## src/rtl/mm_quote_sequencer_if.sv

```systemverilog
// Bundle between the quote sequencer and its environment.
// Carries the framed market-data byte stream (md_*), fill reports (fill_*),
// the quoting state observed by the datapath (s, q, t, delta_a, delta_b)
// and the order gateway req/ack handshake (ord_*).
//   slave  : sequencer side (drives md_ready, quote state and order request)
//   master : environment side (drives market data, fills and ord_ack)
interface mm_quote_sequencer_if;
    logic       md_valid;
    logic [7:0] md_data;
    logic       md_ready;
    logic       fill_valid;
    logic       fill_side;
    logic [7:0] fill_qty;
    logic [7:0] s;
    logic [7:0] q;
    logic [7:0] t;
    logic [7:0] delta_a;
    logic [7:0] delta_b;
    logic       ord_req;
    logic       ord_side;
    logic [7:0] ord_price;
    logic       ord_ack;

    modport slave (
        input  md_valid, md_data, fill_valid, fill_side, fill_qty, ord_ack,
        output md_ready, s, q, t, delta_a, delta_b, ord_req, ord_side, ord_price
    );

    modport master (
        output md_valid, md_data, fill_valid, fill_side, fill_qty, ord_ack,
        input  md_ready, s, q, t, delta_a, delta_b, ord_req, ord_side, ord_price
    );
endinterface

```

## src/rtl/mm_quote_sequencer.sv

```systemverilog
// Market-maker quote sequencer.
// Waits for a 0xA5 sync byte followed by a price byte, then in one COMPUTE
// cycle updates mid price s, time step t and the skewed ask/bid offsets, and
// decides which sides to quote. Bid and ask orders are then issued one at a
// time over the ord_req/ord_ack handshake, followed by a fixed cooldown.
// Inventory q tracks fill reports in every state with signed saturation.
// Ports:
//   clk   : rising-edge clock
//   reset : asynchronous active-low reset
//   bus   : mm_quote_sequencer_if.slave (market data, fills, quote state, orders)
module mm_quote_sequencer #(
    parameter logic [7:0]        BASE_SPREAD = 8'd4,
    parameter int unsigned       SKEW_SHIFT  = 2,
    parameter logic signed [7:0] Q_MAX       = 8'sd32,
    parameter int unsigned       COOLDOWN    = 4
) (
    input logic              clk,
    input logic              reset,
    mm_quote_sequencer_if.slave bus
);

    typedef enum logic [2:0] {
        ST_IDLE    = 3'd0,
        ST_PRICE   = 3'd1,
        ST_COMPUTE = 3'd2,
        ST_BID     = 3'd3,
        ST_ASK     = 3'd4,
        ST_COOL    = 3'd5
    } state_t;

    localparam logic [7:0]        SYNC_BYTE = 8'hA5;
    localparam int                CW        = $clog2(COOLDOWN + 1);
    localparam logic [CW-1:0]     COOL_LAST = CW'(COOLDOWN - 1);
    localparam logic signed [9:0] BASE_EXT  = $signed({2'b00, BASE_SPREAD});

    // Offsets are kept strictly positive and within the 7-bit positive range.
    function automatic logic [7:0] clamp_offset(input logic signed [9:0] v);
        if (v < 10'sd1) begin
            return 8'd1;
        end else if (v > 10'sd127) begin
            return 8'd127;
        end else begin
            return v[7:0];
        end
    endfunction

    // Signed saturation of a 10-bit intermediate into an 8-bit inventory.
    function automatic logic [7:0] sat_s8(input logic signed [9:0] v);
        if (v < -10'sd128) begin
            return 8'h80;
        end else if (v > 10'sd127) begin
            return 8'h7F;
        end else begin
            return v[7:0];
        end
    endfunction

    state_t        state_q;
    logic [7:0]    s_q, q_q, t_q, da_q, db_q, price_q;
    logic          ask_en_q;
    logic          ord_req_q, ord_side_q;
    logic [7:0]    ord_price_q;
    logic [CW-1:0] cool_cnt_q;

    logic signed [9:0] q_ext, skew_d, fill_amt, q_sum;
    logic [7:0]        q_d, t_d, da_d, db_d;
    logic [9:0]        ask_sum;
    logic              bid_en_d, ask_en_d;
    logic              md_ready_s, md_fire;

    assign md_ready_s = (state_q == ST_IDLE) || (state_q == ST_PRICE);
    assign md_fire    = bus.md_valid && md_ready_s;

    // Next-value datapath: skewed offsets, side enables, inventory and time step.
    always_comb begin
        q_ext    = $signed({{2{q_q[7]}}, q_q});
        skew_d   = q_ext >>> SKEW_SHIFT;
        da_d     = clamp_offset(BASE_EXT - skew_d);
        db_d     = clamp_offset(BASE_EXT + skew_d);
        // Enables use the current registered q, so a fill landing in the
        // COMPUTE cycle only affects the next frame.
        bid_en_d = ($signed(q_q) < Q_MAX) && (price_q > db_d);
        ask_sum  = {2'b00, price_q} + {2'b00, da_d};
        ask_en_d = ($signed(q_q) > -Q_MAX) && (ask_sum <= 10'd255);
        fill_amt = $signed({2'b00, bus.fill_qty});
        if (bus.fill_side) begin
            q_sum = q_ext - fill_amt;
        end else begin
            q_sum = q_ext + fill_amt;
        end
        if (bus.fill_valid) begin
            q_d = sat_s8(q_sum);
        end else begin
            q_d = q_q;
        end
        if (t_q == 8'hFF) begin
            t_d = 8'hFF;
        end else begin
            t_d = t_q + 8'd1;
        end
    end

    // Sequencer FSM with its registered quote state and order outputs.
    always_ff @(posedge clk or negedge reset) begin
        if (!reset) begin
            state_q     <= ST_IDLE;
            s_q         <= 8'd0;
            q_q         <= 8'd0;
            t_q         <= 8'd0;
            da_q        <= BASE_SPREAD;
            db_q        <= BASE_SPREAD;
            price_q     <= 8'd0;
            ask_en_q    <= 1'b0;
            ord_req_q   <= 1'b0;
            ord_side_q  <= 1'b0;
            ord_price_q <= 8'd0;
            cool_cnt_q  <= '0;
        end else begin
            q_q <= q_d;
            case (state_q)
                ST_IDLE: begin
                    // Non-sync bytes are consumed and dropped.
                    if (md_fire && (bus.md_data == SYNC_BYTE)) begin
                        state_q <= ST_PRICE;
                    end else begin
                        state_q <= ST_IDLE;
                    end
                end
                ST_PRICE: begin
                    if (md_fire) begin
                        price_q <= bus.md_data;
                        state_q <= ST_COMPUTE;
                    end else begin
                        state_q <= ST_PRICE;
                    end
                end
                ST_COMPUTE: begin
                    s_q      <= price_q;
                    t_q      <= t_d;
                    da_q     <= da_d;
                    db_q     <= db_d;
                    ask_en_q <= ask_en_d;
                    if (bid_en_d) begin
                        ord_req_q   <= 1'b1;
                        ord_side_q  <= 1'b0;
                        ord_price_q <= price_q - db_d;
                        state_q     <= ST_BID;
                    end else if (ask_en_d) begin
                        ord_req_q   <= 1'b1;
                        ord_side_q  <= 1'b1;
                        ord_price_q <= price_q + da_d;
                        state_q     <= ST_ASK;
                    end else begin
                        state_q     <= ST_COOL;
                    end
                end
                ST_BID: begin
                    if (ord_req_q && bus.ord_ack) begin
                        ord_req_q <= 1'b0;
                        state_q   <= ask_en_q ? ST_ASK : ST_COOL;
                    end else begin
                        state_q   <= ST_BID;
                    end
                end
                ST_ASK: begin
                    // Entered from BID with req low: raise the ask request first.
                    if (!ord_req_q) begin
                        ord_req_q   <= 1'b1;
                        ord_side_q  <= 1'b1;
                        ord_price_q <= s_q + da_q;
                        state_q     <= ST_ASK;
                    end else if (bus.ord_ack) begin
                        ord_req_q   <= 1'b0;
                        state_q     <= ST_COOL;
                    end else begin
                        state_q     <= ST_ASK;
                    end
                end
                ST_COOL: begin
                    if (cool_cnt_q == COOL_LAST) begin
                        cool_cnt_q <= '0;
                        state_q    <= ST_IDLE;
                    end else begin
                        cool_cnt_q <= cool_cnt_q + 1'b1;
                        state_q    <= ST_COOL;
                    end
                end
                default: begin
                    ord_req_q <= 1'b0;
                    state_q   <= ST_IDLE;
                end
            endcase
        end
    end

    assign bus.md_ready  = md_ready_s;
    assign bus.s         = s_q;
    assign bus.q         = q_q;
    assign bus.t         = t_q;
    assign bus.delta_a   = da_q;
    assign bus.delta_b   = db_q;
    assign bus.ord_req   = ord_req_q;
    assign bus.ord_side  = ord_side_q;
    assign bus.ord_price = ord_price_q;

endmodule

```

## src/flat_wrapper.sv

```systemverilog
// flat-port wrapper written by rule: the top's interface ports become plain ports
module mm_quote_sequencer_flat 
#(
    parameter logic [7:0]        BASE_SPREAD = 8'd4,
    parameter int unsigned       SKEW_SHIFT  = 2,
    parameter logic signed [7:0] Q_MAX       = 8'sd32,
    parameter int unsigned       COOLDOWN    = 4
)
  (clk, reset, bus_md_valid, bus_md_data, bus_fill_valid, bus_fill_side, bus_fill_qty, bus_ord_ack, bus_md_ready, bus_s, bus_q, bus_t, bus_delta_a, bus_delta_b, bus_ord_req, bus_ord_side, bus_ord_price);
  mm_quote_sequencer_if bus_i ();
  input logic clk;
  input logic reset;
  input wire logic [$bits(bus_i.md_valid)-1:0] bus_md_valid;
  input wire logic [$bits(bus_i.md_data)-1:0] bus_md_data;
  input wire logic [$bits(bus_i.fill_valid)-1:0] bus_fill_valid;
  input wire logic [$bits(bus_i.fill_side)-1:0] bus_fill_side;
  input wire logic [$bits(bus_i.fill_qty)-1:0] bus_fill_qty;
  input wire logic [$bits(bus_i.ord_ack)-1:0] bus_ord_ack;
  output wire logic [$bits(bus_i.md_ready)-1:0] bus_md_ready;
  output wire logic [$bits(bus_i.s)-1:0] bus_s;
  output wire logic [$bits(bus_i.q)-1:0] bus_q;
  output wire logic [$bits(bus_i.t)-1:0] bus_t;
  output wire logic [$bits(bus_i.delta_a)-1:0] bus_delta_a;
  output wire logic [$bits(bus_i.delta_b)-1:0] bus_delta_b;
  output wire logic [$bits(bus_i.ord_req)-1:0] bus_ord_req;
  output wire logic [$bits(bus_i.ord_side)-1:0] bus_ord_side;
  output wire logic [$bits(bus_i.ord_price)-1:0] bus_ord_price;
  assign bus_i.md_valid = bus_md_valid;
  assign bus_i.md_data = bus_md_data;
  assign bus_i.fill_valid = bus_fill_valid;
  assign bus_i.fill_side = bus_fill_side;
  assign bus_i.fill_qty = bus_fill_qty;
  assign bus_i.ord_ack = bus_ord_ack;
  assign bus_md_ready = bus_i.md_ready;
  assign bus_s = bus_i.s;
  assign bus_q = bus_i.q;
  assign bus_t = bus_i.t;
  assign bus_delta_a = bus_i.delta_a;
  assign bus_delta_b = bus_i.delta_b;
  assign bus_ord_req = bus_i.ord_req;
  assign bus_ord_side = bus_i.ord_side;
  assign bus_ord_price = bus_i.ord_price;
  mm_quote_sequencer #(.BASE_SPREAD(BASE_SPREAD), .SKEW_SHIFT(SKEW_SHIFT), .Q_MAX(Q_MAX), .COOLDOWN(COOLDOWN)) u_core (.clk(clk), .reset(reset), .bus(bus_i));
endmodule
```

## config.mk

```make
export PLATFORM = sky130hd
export DESIGN_NAME = mm_quote_sequencer_flat
export DESIGN_NICKNAME = d
export VERILOG_FILES = /design/src/rtl/mm_quote_sequencer_if.sv /design/src/rtl/mm_quote_sequencer.sv /design/src/flat_wrapper.sv
export SDC_FILE = /design/constraint.sdc
export NUM_CORES = 1
export LEC_CHECK = 0
export BUFFER_PORTS_ARGS = -buffer_cell sky130_fd_sc_hd__buf_4
export CAP_MARGIN = 10
export CORE_UTILIZATION = 58
export CTS_CLUSTER_SIZE = 8
export DETAILED_ROUTE_END_ITERATION = 10
export GPL_TIMING_DRIVEN = 1
export PLACE_DENSITY = 0.81
export REMOVE_ABC_BUFFERS = 1
export SYNTH_ARGS = -nofsm -noshare
export SYNTH_HDL_FRONTEND = slang
export SYNTH_SLANG_ARGS = --single-unit
```

## constraint.sdc

```tcl
create_clock -name clk -period 5.8 [get_ports clk]
set_clock_uncertainty 0.15 [all_clocks]
set_input_delay 0.29 -clock clk [delete_from_list [all_inputs] [get_ports clk]]
set_output_delay 0.29 -clock clk [all_outputs]
set_load 0.02 [all_outputs]
```

Word level (Yosys, flattened, before mapping):

Cells that the tools add are included.

* bits in registers: 65
* latch bits: 0
* RAM bits: 0
* bits in read-only memories: 0
* input port bits: 22
* output and inout bits: 51
* logic and storage cells: 88
* memories kept: 0

* $add $sub $neg: 10
* multipliers: 0
* div/mod/pow operators: 0
* magnitude comparators: 10
* equality and inequality tests: 11
* shift-type cells: 0
* muxes and demuxes: 32
* bitwise logic cells: 1
* reductions and logical operators: 12

Operators with widths (count)
* 8-bit 2-to-1 mux: 10
* 10-bit by 8-bit greater-than comparator with 1-bit output, second input constant: 3
* 10-bit by 2-bit less-than comparator with 1-bit output, second input constant: 2
* 3-bit one-hot mux with 6 select lines: 1
* 8-bit adder: 2
* 8-bit equality test, second input constant: 2
* 8-bit one-hot mux with 2 select lines: 1
* 3-bit 2-to-1 mux: 5
* 1-bit 2-to-1 mux: 11
* 8-bit by 9-bit adder with 10-bit output: 1
* 10-bit by 8-bit <= comparator with 1-bit output, second input constant: 1
* 10-bit by 8-bit less-than comparator with 1-bit output, second input constant: 1
* 10-bit 2-to-1 mux: 1
* 8-bit by 9-bit subtractor with 10-bit output: 1
* 8-bit by 8-bit adder with 9-bit output: 1
* 3-bit by 2-bit equality test with 1-bit output, second input constant: 3
* 8-bit by 1-bit adder with 8-bit output, second input constant: 1
* 8-bit by 6-bit greater-than comparator with 1-bit output, second input constant: 1
* 8-bit greater-than comparator: 1
* 8-bit by 7-bit less-than comparator with 1-bit output, second input constant: 1
* 8-bit subtractor: 1
* 4-bit by 6-bit adder with 7-bit output, first input constant: 1
* 4-bit by 6-bit subtractor with 7-bit output, first input constant: 1
* 3-bit equality test, second input constant: 2
* other kinds (16): 21

Depth between registers and ports, before layout:

Gate-level depths: netlist (run 1).

* word-level depth: 10
* depth in mapped cells: 22
* gate-level depth less buffers: 20

Least setup slack after synthesis (run 1):

No wires, ideal clock.

* path type: register -> register
* from: reg u_core.q_q[5] (netlist: u_core.bus.q[5])
* to: reg u_core.ord_price_q[1] (netlist: u_core.bus.ord_price[1])
* arrival time: 4100 ps
* path slack: 1477 ps
* cell stages (with the launch flop): 23
* path buffers: 2
* period minus slack after synthesis: 4323 ps
* cell sequence: dfrtp_1 buf_4 inv_1 ha_1 a21oi_1 nor2_1 nand3_1 a21oi_1 a21oi_1 nor2_1 ha_1 or2_2 ha_1 inv_1 fa_1 nor2b_4 o31a_1 o31a_1 o311a_4 a21oi_4 buf_6 nor2_1 a21oi_2

* longest elaborated chain between the ends: 9

Ends and longest elaborated chain
* start: declaration: line mm_quote_sequencer.sv:59 `logic [7:0] s_q, q_q, t_q, da_q, db_q, price_q;`
* start signal: assignment: line mm_quote_sequencer.sv:119 `q_q <= q_d;`
* 4-bit by 6-bit subtractor with 7-bit output *: line mm_quote_sequencer.sv:78 `da_d = clamp_offset(BASE_EXT - skew_d);`
* 10-bit by 8-bit greater-than comparator with 1-bit output: line mm_quote_sequencer.sv:40 `end else if (v > 10'sd127) begin`
* 8-bit 2-to-1 mux: line mm_quote_sequencer.sv:40
* 8-bit 2-to-1 mux *: line mm_quote_sequencer.sv:38 `if (v < 10'sd1) begin`
* named net u_core.da_d[0]: line mm_quote_sequencer.sv:66 `logic [7:0] q_d, t_d, da_d, db_d;`
* 8-bit by 8-bit adder with 9-bit output: line mm_quote_sequencer.sv:83 `ask_sum = {2'b00, price_q} + {2'b00, da_d};`
* 10-bit by 8-bit <= comparator with 1-bit output: line mm_quote_sequencer.sv:84 `ask_en_d = ($signed(q_q) > -Q_MAX) && (ask_sum <= 10'd255);`
* 1-bit logical AND: line mm_quote_sequencer.sv:84
* 3-bit by 1-bit != test with 1-bit output (no source line)
* 3-bit AND reduction (no source line)
* end signal: assignment: line mm_quote_sequencer.sv:146 `ord_price_q <= price_q - db_d;`
* end signal: assignment: line mm_quote_sequencer.sv:151 `ord_price_q <= price_q + da_d;`
* end signal: assignment: line mm_quote_sequencer.sv:170 `ord_price_q <= s_q + da_q;`
* end: declaration: line mm_quote_sequencer.sv:62 `logic [7:0] ord_price_q;`

Mark *: on every way through the listed nets, which the timed path passes. The rest lies on a longest branch. The select of a mux whose other input is x is not followed.
A chain may end at the register's enable or synchronous reset.

Worst setup path after layout (run 1):

* from: reg u_core.q_q[5] (netlist: u_core.bus.q[5])
* to: reg u_core.ord_price_q[0] (netlist: u_core.bus.ord_price[0])

Same word-level chain as after synthesis.

==> results of run 1 <==
[per-stage QoR]
step,setup WS [ns],util [%],std cells
after global routing,0.649,71.1,706
after CTS,0.988,71.1,706
after floorplan,1.32,-,513
final,0.960,71.1,706
after detailed placement,1.00,67.7,688
after global placement,1.19,67.7,688
[power breakdown]
part / internal [mW] / switching [mW]
sequential: 0.601 / 0.194
combinational: 0.978 / 1.25
clock: 0.286 / 0.184
total: 1.86 / 1.63
[cell type report]
cell class / instances / area share (%)
timing repair buffer: 75 / 10.3
multi-input combinational: 422 / 51.9
inverter: 27 / 1.84
tap: 102 / 2.32
clock inverter: 7 / 2.16
clock buffer: 9 / 2.25
sequential: 64 / 29.2
[kinds of logic (layout without fill, tap and decap cells)]
group	after synthesis	count (layout)	synth area share, %
adders and majority gates	45	45	12.7
other	1	2	0.0806
buffers and inverters	46	118	4.33
AOI/OAI and AO/OA	143	143	20.1
xor gates and xnor gates	32	32	6.02
and+or+nand+nor	184	184	18.5
DFF	64	64	34.5
muxes	16	16	3.76
[state kept, by name, summed over array words and instances (netlist names), 7 cells and up]
| name | cells |
|---|---|
| u_core.bus.t | 8 |
| u_core.price_q | 8 |
| u_core.bus.delta_b | 8 |
| u_core.bus.q | 8 |
| u_core.bus.ord_price | 8 |
| u_core.bus.s | 8 |
| u_core.bus.delta_a | 7 |
[layer usage]
| layer | routed length, um | global-route usage (%) |
|---|---|---|
| met5 | 0 | 0 |
| met4 | 189 | 8.33 |
| met3 | 478 | 5.19 |
| met2 | 5280 | 46.7 |
| met1 | 4750 | 35.8 |
[timing repair]
item                      in CTS  in global routing
hold buffers                   2                  0
hold endpoints to repair      63                  0
gates resized for setup        0                  0
buffers inserted               0                  0
[worst max path at each step]
stage	cells past startpoint	slack (ns)	endpoint
final	20	0.96	u_core.bus.ord_price[0]$_DFFE_PN0P_
after global routing	20	0.65	u_core.bus.ord_price[3]$_DFFE_PN0P_
after CTS	20	0.99	u_core.bus.ord_price[3]$_DFFE_PN0P_
after detailed placement	20	1.0	u_core.bus.ord_price[3]$_DFFE_PN0P_
after global placement	20	1.19	u_core.bus.ord_price[0]$_DFFE_PN0P_
after floorplan	20	1.32	u_core.bus.ord_price[0]$_DFFE_PN0P_
[cells in the final DEF (no fill, tap or decap), types with 9 or more instances in the layout]
cell type / count
a21oi_1: 26
o21ai_0: 40
nand2b_1: 11
clkbuf_8: 9
o21a_1: 16
nand2_1: 73
xnor2_1: 24
nor2_1: 47
mux2_2: 11
buf_4: 73
dfrtp_1: 62
nand3_1: 9
inv_1: 25
o22ai_1: 11
ha_1: 41
[worst min-delay path, stage by stage]
cell,delay (ns)
buf_4,0.09
nand2_1,0.04
o21ai_0,0.06
==> flow_summary.toml, run 1 <==
[run_status]
status = "completed"

[layout]
area_delta_synth_final_pct = 18.1
multi_input_area_mm2 = 0.00285
drive_above_1_share_pct = 19.2
fill_cells = 610
n_antenna_cell = 0
regArea_mm2 = 0.00160
fin_nets = 666
final_area_mm2 = 0.00550

[logic_synthesis]
postSynthCellCount = 531
synth_flop_cell = "dfrtp_1"
syn_area_per_cell_um2 = 8.76
netlist.area_leader.share_pct = 33.3
netlist_area_mm2 = 0.00465
synth.area.top_cells = "dfrtp_1 (33%), ha_1 (11%), nand2_1 (5.9%)"
synth_cell_types = 59
yosysSeqAreaShare_pct = 34.5
synth_largest_area_cell = "dfrtp_1"
synth.most_common_cell = "nand2_1"
synth_edf_count = 0
async_flop_share_pct = 100
netlist_top_cells_count = "nand2_1 (73), dfrtp_1 (62), nor2_1 (47), ha_1 (41), o21ai_0 (40)"
ys_ff_latch = 64
yosys_warnings = 0

[global_route]
grt_pass1_wl_um = 18200
grt_pass1_vias = 3925
grt_use_total_pct = 27.6
antenna_found_initial = 0
overflow = 0
grt_max_degree = 65

[power_and_ir_drop]
leakage_nw = 2.62
power.total_mw = 3.49
ir_drop_mv = 0.280
pwr_density_cell_mw_per_mm2 = 635

[drt]
dr.pass1.iters = 4
drtIter0Drc = 146
vias = 4031
wl_per_cell_um = 15.1
drc = 0
drtAntennaViolNets = 0
viasPerCell = 5.71
wirelength_um = 10700

[clock_network]
insertion_delay_ns = 0.34
cts_buffers = 9
htree_num_levels = 3
cts_tree = "yes"
cts_sinks = 64
clkSlewWorstSetupHoldPaths_ns = 0.07
ctsLongestPathBuffers = 2
clockRootBuffer = "clkbuf_8"

[worst_setup_path]
worstSetupStartpointType = "register"
r2r_end = "u_core.bus.ord_price[0]$_DFFE_PN0P_"
critPathMaxFanout = 17
path_delay_family = "compound AO/OA/AOI/OAI gates"
reg2regPathDepth = 20
cp_slowest_stage_delay_ns = 0.56
r2r_slack_ns = 0.96
setup.worst_path.start = "u_core.bus.q[5]$_DFFE_PN0P_"
cp.required_ns = 5.89
r2r_start = "u_core.bus.q[5]$_DFFE_PN0P_"
worstSetupPathType = "reg -> reg"
end_kind = "register"
crit_chain = "inv_1 > ha_1 > a21oi_1 > nor2_1 > nand3_1 > a21oi_1 > a21oi_1 > nor2_1 > ha_1 > or2_2 > ha_1 > inv_1 > fa_1 > nor2b_4 > o31a_1 > o31a_1 > o311a_4 > a21oi_4 > o211ai_1 > o21a_1"
arrival_ns = 4.93
path_buf_inv = 2
critPathSlowestCell = "dfrtp_1"

[placed_design]
place.detailed.hpwl_um = 8150
port_buffers = 72
gp_congestion = 0.937
dpl_cell_area_mm2 = 0.00524

[timing]
report.final.slew_viol_count = 0
max_clock_freq_ghz = 0.207
rsz0062_at_grt = "no"
worstMarginPinSlew_ns = 0.974
maxSlewHeadroom_pct = 35.1
fin_crit_sh_pct = 83.5
hold_viol = 0
timing.hold.ws_ns = 0.0251
setup_viol = 0
layout_min_cycle_time_ns = 4.84
tns_ns = 0

[die]
dieHeight_um = 91.6
die_w_um = 91.6
core_mm2 = 0.00773
die_area_mm2 = 0.00839
ios = 73
start_util_pct = 60.2
fp-row-count = 32

[min_path]
worstHoldEndpoint = "u_core.price_q[1]$_DFFE_PN0P_"
min_from = "bus_md_data[1]"
hold_path.class = "in -> reg"
hold_depth = 3

[run]
max_cap_viol_count = 0
Power figures use the tool's default switching activity.
==> run 2, diff against run 1 <==
- CORE_UTILIZATION: 58 -> 52
- PLACE_DENSITY: 0.81 -> 0.77
- clock period: 5.8 -> 4.4 ns (I/O delays scaled with it)
==> run 2 against run 1 <==
  * Flip-flop and latch count did not move
  * Cell count rose by 4.2%
  * Worst hold slack improved by 0.13 ns
  * Die area rose by 11%
  * Critical path type unchanged
  * Register-to-register slack got worse by 0.73 ns
  * Worst setup slack got worse by 0.73 ns
  * Sequential share of layout area fell by 0.89 points
==> flow_summary.toml, run 2 (synthesis gave the netlist of run 1 again) <==
[run_status]
status = "completed"

[drt]
drc = 0
viasPerCell = 5.66
drtAntennaViolNets = 0
drtIter0Drc = 164
wirelength_um = 11700
wl_per_cell_um = 15.9
dr.pass1.iters = 4
vias = 4168

[global_route]
grt_pass1_vias = 3959
antenna_found_initial = 0
grt_pass1_wl_um = 18100
grt_use_total_pct = 25.6
overflow = 0
grt_max_degree = 65

[timing]
fin_crit_sh_pct = 94.8
maxSlewHeadroom_pct = 32.9
hold_viol = 0
max_clock_freq_ghz = 0.240
report.final.slew_viol_count = 0
setup_viol = 0
setup_slack_ns = 0.227
worstMarginPinSlew_ns = 1.01
layout_min_cycle_time_ns = 4.17

[min_path]
min_from = "bus_fill_qty[0]"
worstHoldEndpoint = "u_core.bus.q[0]$_DFFE_PN0P_"
hold_depth = 4
hold_path.class = "in -> reg"

[power_and_ir_drop]
seq_power_share_pct = 21.7
p_int_mw = 2.44
p_sw_mw = 2.23
p_sw_share_pct = 47.8
pwr_density_cell_mw_per_mm2 = 824
leakage_nw = 2.71
ir_drop_mv = 0.353
clkPwrFrac_pct = 11.0
p_comb_share_pct = 67.4

[layout]
final_area_mm2 = 0.00567
final_common_cell = "buf_4"
layout_common_cells = "buf_4 (87), nand2_1 (73), dfrtp_1 (62)"
n_antenna_cell = 0
drive_above_1_share_pct = 21.5
area_delta_synth_final_pct = 21.9
fin_util_pct = 65.4
fin_nets = 690

[worst_setup_path]
path_depth = 20
r2r_slack_ns = 0.23
worstSetupStartpointType = "register"
worstSetupPathType = "reg -> reg"
end_kind = "register"
path_delay_family = "compound AO/OA/AOI/OAI gates"
crit_chain = "inv_1 > buf_4 > a21oi_2 > xnor2_1 > nand3_1 > a21oi_1 > a21oi_1 > nor2_1 > ha_1 > or2_2 > ha_1 > inv_1 > fa_1 > nor2b_4 > o31a_1 > o31a_1 > o311a_4 > a21oi_2 > buf_4 > o22a_2"
r2r_start = "u_core.bus.q[4]$_DFFE_PN0P_"
cp.required_ns = 4.55
r2r_end = "u_core.bus.ord_side$_DFFE_PN0P_"
cp_slowest_stage_delay_ns = 0.38
arrival_ns = 4.32
critPathMaxFanout = 6
critPathSlowestCell = "dfrtp_1"
reg2regPathDepth = 20
path_buf_inv = 4

[placed_design]
place.detailed.hpwl_um = 8750
pre_cts_slack_ns = 0.0648
dpl_cell_area_mm2 = 0.00533
port_buffers = 72
gp_congestion = 0.913

[clock_network]
cts_buffers = 9
ctsLongestPathBuffers = 2
htree_num_levels = 3
cts_tree = "yes"
clkSlewWorstSetupHoldPaths_ns = 0.07
clockRootBuffer = "clkbuf_8"
insertion_delay_ns = 0.36
cts_sinks = 64

[die]
start_util_pct = 53.6
dieHeight_um = 96.6
die_area_mm2 = 0.00933
die_w_um = 96.6
core_mm2 = 0.00868
ios = 73
fp-row-count = 34

[run]
max_cap_viol_count = 0
[run 2: changes by cell type in the layout (fill, tap and decap cells not counted), sizes merged]
cell,delta
clkinvlp,+1
dlygate4sd3,+9
bufinv,-2
clkinv,+1
a21oi,+1
buf,+14
[run 2: final cells by class]
type	count	area [um2]
timing repair buffer	98	763
inverter	27	101
clock inverter	7	71.3
tap	108	135
fill	750	3010
multi-input combinational	423	2870
clock buffer	9	124
sequential	64	1600
[run 2: power groups by stage]
stage               registers (mW)  clock network [mW]  logic, mW
finish                        1.01               0.512       3.15
global route                  1.03               0.534       3.48
CTS                           1.01               0.516       3.07
detailed placement            1.02                   0       3.04
global placement              1.01                   0       2.94
floorplan                     1.14                   0       2.03
[run 2: tightest hold or removal path: stages]
cell	delay, ns
buf_4	0.10
ha_1	0.11
nor2b_1	0.12
o22ai_1	0.07
[run 2: worst max-delay path by stage]
stage	from	end	slack [ns]
6_report	u_core.bus.q[4]$_DFFE_PN0P_	u_core.bus.ord_side$_DFFE_PN0P_	0.23
2_1_floorplan	u_core.bus.q[5]$_DFFE_PN0P_	u_core.bus.ord_price[0]$_DFFE_PN0P_	-0.08
4_1_cts	u_core.bus.q[2]$_DFFE_PN0P_	u_core.bus.ord_price[1]$_DFFE_PN0P_	0.04
3_5_place_dp	u_core.bus.q[2]$_DFFE_PN0P_	u_core.bus.ord_price[1]$_DFFE_PN0P_	0.06
5_1_grt	u_core.bus.q[2]$_DFFE_PN0P_	u_core.bus.ord_price[2]$_DFFE_PN0P_	-0.004
3_3_place_gp	u_core.bus.q[2]$_DFFE_PN0P_	u_core.bus.ord_price[1]$_DFFE_PN0P_	0.21
[run 2: timing repair]
item | in CTS | in global routing
resized for setup | 0 | 4
endpoints found under the hold margin | 79 | 0
setup buffers | 0 | 3
hold buffers | 11 | 0
setup endpoints to repair | 0 | 10
[run 2: per-layer routing]
metal / track usage [%] / vias up / share of wire (%)
li1: - / 2066 / -
met1: 29.7 / 1989 / 43
met2: 46.3 / 92 / 51
met3: 4.38 / 21 / 3.2
met4: 11.0 / 0 / 2.5
met5: 0 / - / 0
[run 2: stage by stage]
step / TNS, ns / hold slack (ns) / power (mW) / std cells
2_1_floorplan: -0.326 / -0.226 / 3.17 / 513
3_3_place_gp: 0 / 0.202 / 3.95 / 705
3_5_place_dp: 0 / 0.210 / 4.06 / 705
4_1_cts: 0 / 0.151 / 4.59 / 732
5_1_grt: -0.00441 / 0.215 / 5.05 / 736
6_report: 0 / 0.155 / 4.67 / 736
==> run 3, diff against run 2 <==
- BUFFER_PORTS_ARGS: -buffer_cell sky130_fd_sc_hd__buf_4 -> -buffer_cell sky130_fd_sc_hd__buf_2
==> run 3 against run 2 <==
  * Maximum frequency decreased by 1.9%
  * Global-route usage grew 0.27 points
  * Worst setup slack worse by 0.080 ns
  * Cell count increased by 0.14%
  * Worst hold slack worse by 0.093 ns
  * Combinational power hardly changed
  * First-iteration DRC count rose by 20%
  * Cell area down 3.0%
  * Register-to-register slack got worse by 0.08 ns
  * Largest cell class unchanged
  * Non-clock buffer count grew 2
  * Critical path type unchanged
  * Critical endpoint is now u_core.bus.ord_price[3]$_DFFE_PN0P_
==> flow_summary.toml, run 3 (synthesis gave the netlist of run 1 again) <==
[worst_setup_path]
critPathSlowestCell = "dfrtp_1"
crit_chain = "inv_1 > ha_1 > a21oi_2 > nor2_2 > nand3_1 > a21oi_1 > a21oi_1 > nor2_1 > ha_1 > or2_2 > ha_1 > inv_1 > fa_2 > nor2b_4 > o31a_1 > o31a_1 > o311a_4 > a21oi_4 > buf_12 > o211ai_1 > o21a_1"
worstSetupStartpointType = "register"
cp.required_ns = 4.48
reg2regPathDepth = 21
worstSetupPathType = "reg -> reg"
cp_slowest_stage_delay_ns = 0.41
path_delay_family = "compound AO/OA/AOI/OAI gates"
path_buf_inv = 3
end_kind = "register"
path_depth = 21
critPathMaxFanout = 15
arrival_ns = 4.33
worst_path_most_repeated_cell = "ha_1"

[clock_network]
clockRootBuffer = "clkbuf_8"
insertion_delay_ns = 0.35
cts_buffers = 9
cts_sinks = 64
htree_num_levels = 3
clkSlewWorstSetupHoldPaths_ns = 0.07
cts_tree = "yes"
ctsLongestPathBuffers = 2

[die]
die_w_um = 96.6
ios = 73
die_area_mm2 = 0.00933
start_util_pct = 53.6
fp-row-count = 34
core_mm2 = 0.00868
dieHeight_um = 96.6

[power_and_ir_drop]
pwr_density_cell_mw_per_mm2 = 835
power.total_mw = 4.60
ir_drop_mv = 0.352
leakage_nw = 2.69

[layout]
n_antenna_cell = 0
fin_nets = 691
final_area_mm2 = 0.00550
drive_above_1_share_pct = 21.9
layout_common_cells = "nand2_1 (73), buf_2 (72), dfrtp_1 (62)"
instances_no_fill = 737
fill_cells = 755
area_delta_synth_final_pct = 18.3
regArea_mm2 = 0.00160
final_common_cell = "nand2_1"
multi_input_area_mm2 = 0.00288
fin_util_pct = 63.4

[drt]
drtIter0Drc = 197
dr.pass1.iters = 6
wirelength_um = 11600
wl_per_cell_um = 15.7
drc = 0
vias = 4179
viasPerCell = 5.67
drtAntennaViolNets = 0

[global_route]
grt_pass1_wl_um = 18600
grt_pass1_vias = 4058
grt_use_total_pct = 25.9
overflow = 0
grt_max_degree = 65
antenna_found_initial = 0

[run]
max_cap_viol_count = 0

[placed_design]
port_buffers = 72
pre_cts_slack_ns = 0.00105
place.detailed.hpwl_um = 8780
dp.cells = 708
gp_congestion = 0.898
dpl_cell_area_mm2 = 0.00517

[min_path]
hold_depth = 2
hold_path.class = "in -> reg"

[timing]
layout_min_cycle_time_ns = 4.25
fin_crit_sh_pct = 96.7
hold_viol = 0
setup_slack_ns = 0.147
timing.hold.ws_ns = 0.0614
report.final.slew_viol_count = 0
tns_ns = 0
maxSlewHeadroom_pct = 35.0
setup_viol = 0
max_clock_freq_ghz = 0.235
worstMarginPinSlew_ns = 0.975

[run_status]
status = "completed"
## run 3: routing by layer
metal / wire, um / track usage [%] / vias to the layer above
met1: 4950 / 31.0 / 1963
li1: - / - / 2058
met2: 5820 / 46.1 / 129
met5: 0 / 0 / -
met3: 525 / 3.60 / 29
met4: 284 / 11.4 / 0
## run 3: final timing paths
kind	start	end	slack, ns
min reg2reg	u_core.bus.delta_b[1]$_DFFE_PN0N_	u_core.bus.delta_b[1]$_DFFE_PN0N_	0.33
max reg2reg	u_core.bus.q[4]$_DFFE_PN0P_	u_core.bus.ord_price[3]$_DFFE_PN0P_	0.15
max	u_core.bus.q[4]$_DFFE_PN0P_	u_core.bus.ord_price[3]$_DFFE_PN0P_	0.15
max in group asynchronous	reset	u_core.bus.q[6]$_DFFE_PN0P_	3.11
min in group asynchronous	reset	u_core.bus.s[1]$_DFFE_PN0N_	0.43
min	bus_fill_valid	u_core.bus.q[2]$_DFFE_PN0P_	0.06
## run 3: power breakdown
part / switching (mW) / internal [mW]
registers: 0.214 / 0.793
clock network: 0.230 / 0.234
logic: 1.78 / 1.34
total: 2.23 / 2.37
## run 3: timing repair
| item | CTS | global route |
|---|---|---|
| gates cloned | 0 | 0 |
| setup buffers | 1 | 2 |
| endpoints found under the setup margin | 3 | 10 |
| resized for setup | 0 | 8 |
| hold buffers | 10 | 0 |
| hold endpoints to repair | 71 | 0 |
| pin swaps | 1 | 2 |
## run 3: layout make-up
| class | count | share of cell area (%) |
|---|---|---|
| Clock buffer | 13 | 2.89 |
| Clock inverter | 3 | 0.318 |
| Inverter | 27 | 1.84 |
| Multi-Input combinational cell | 422 | 52.3 |
| Sequential cell | 64 | 29.1 |
| Tap cell | 108 | 2.46 |
| Timing Repair Buffer | 100 | 11.0 |
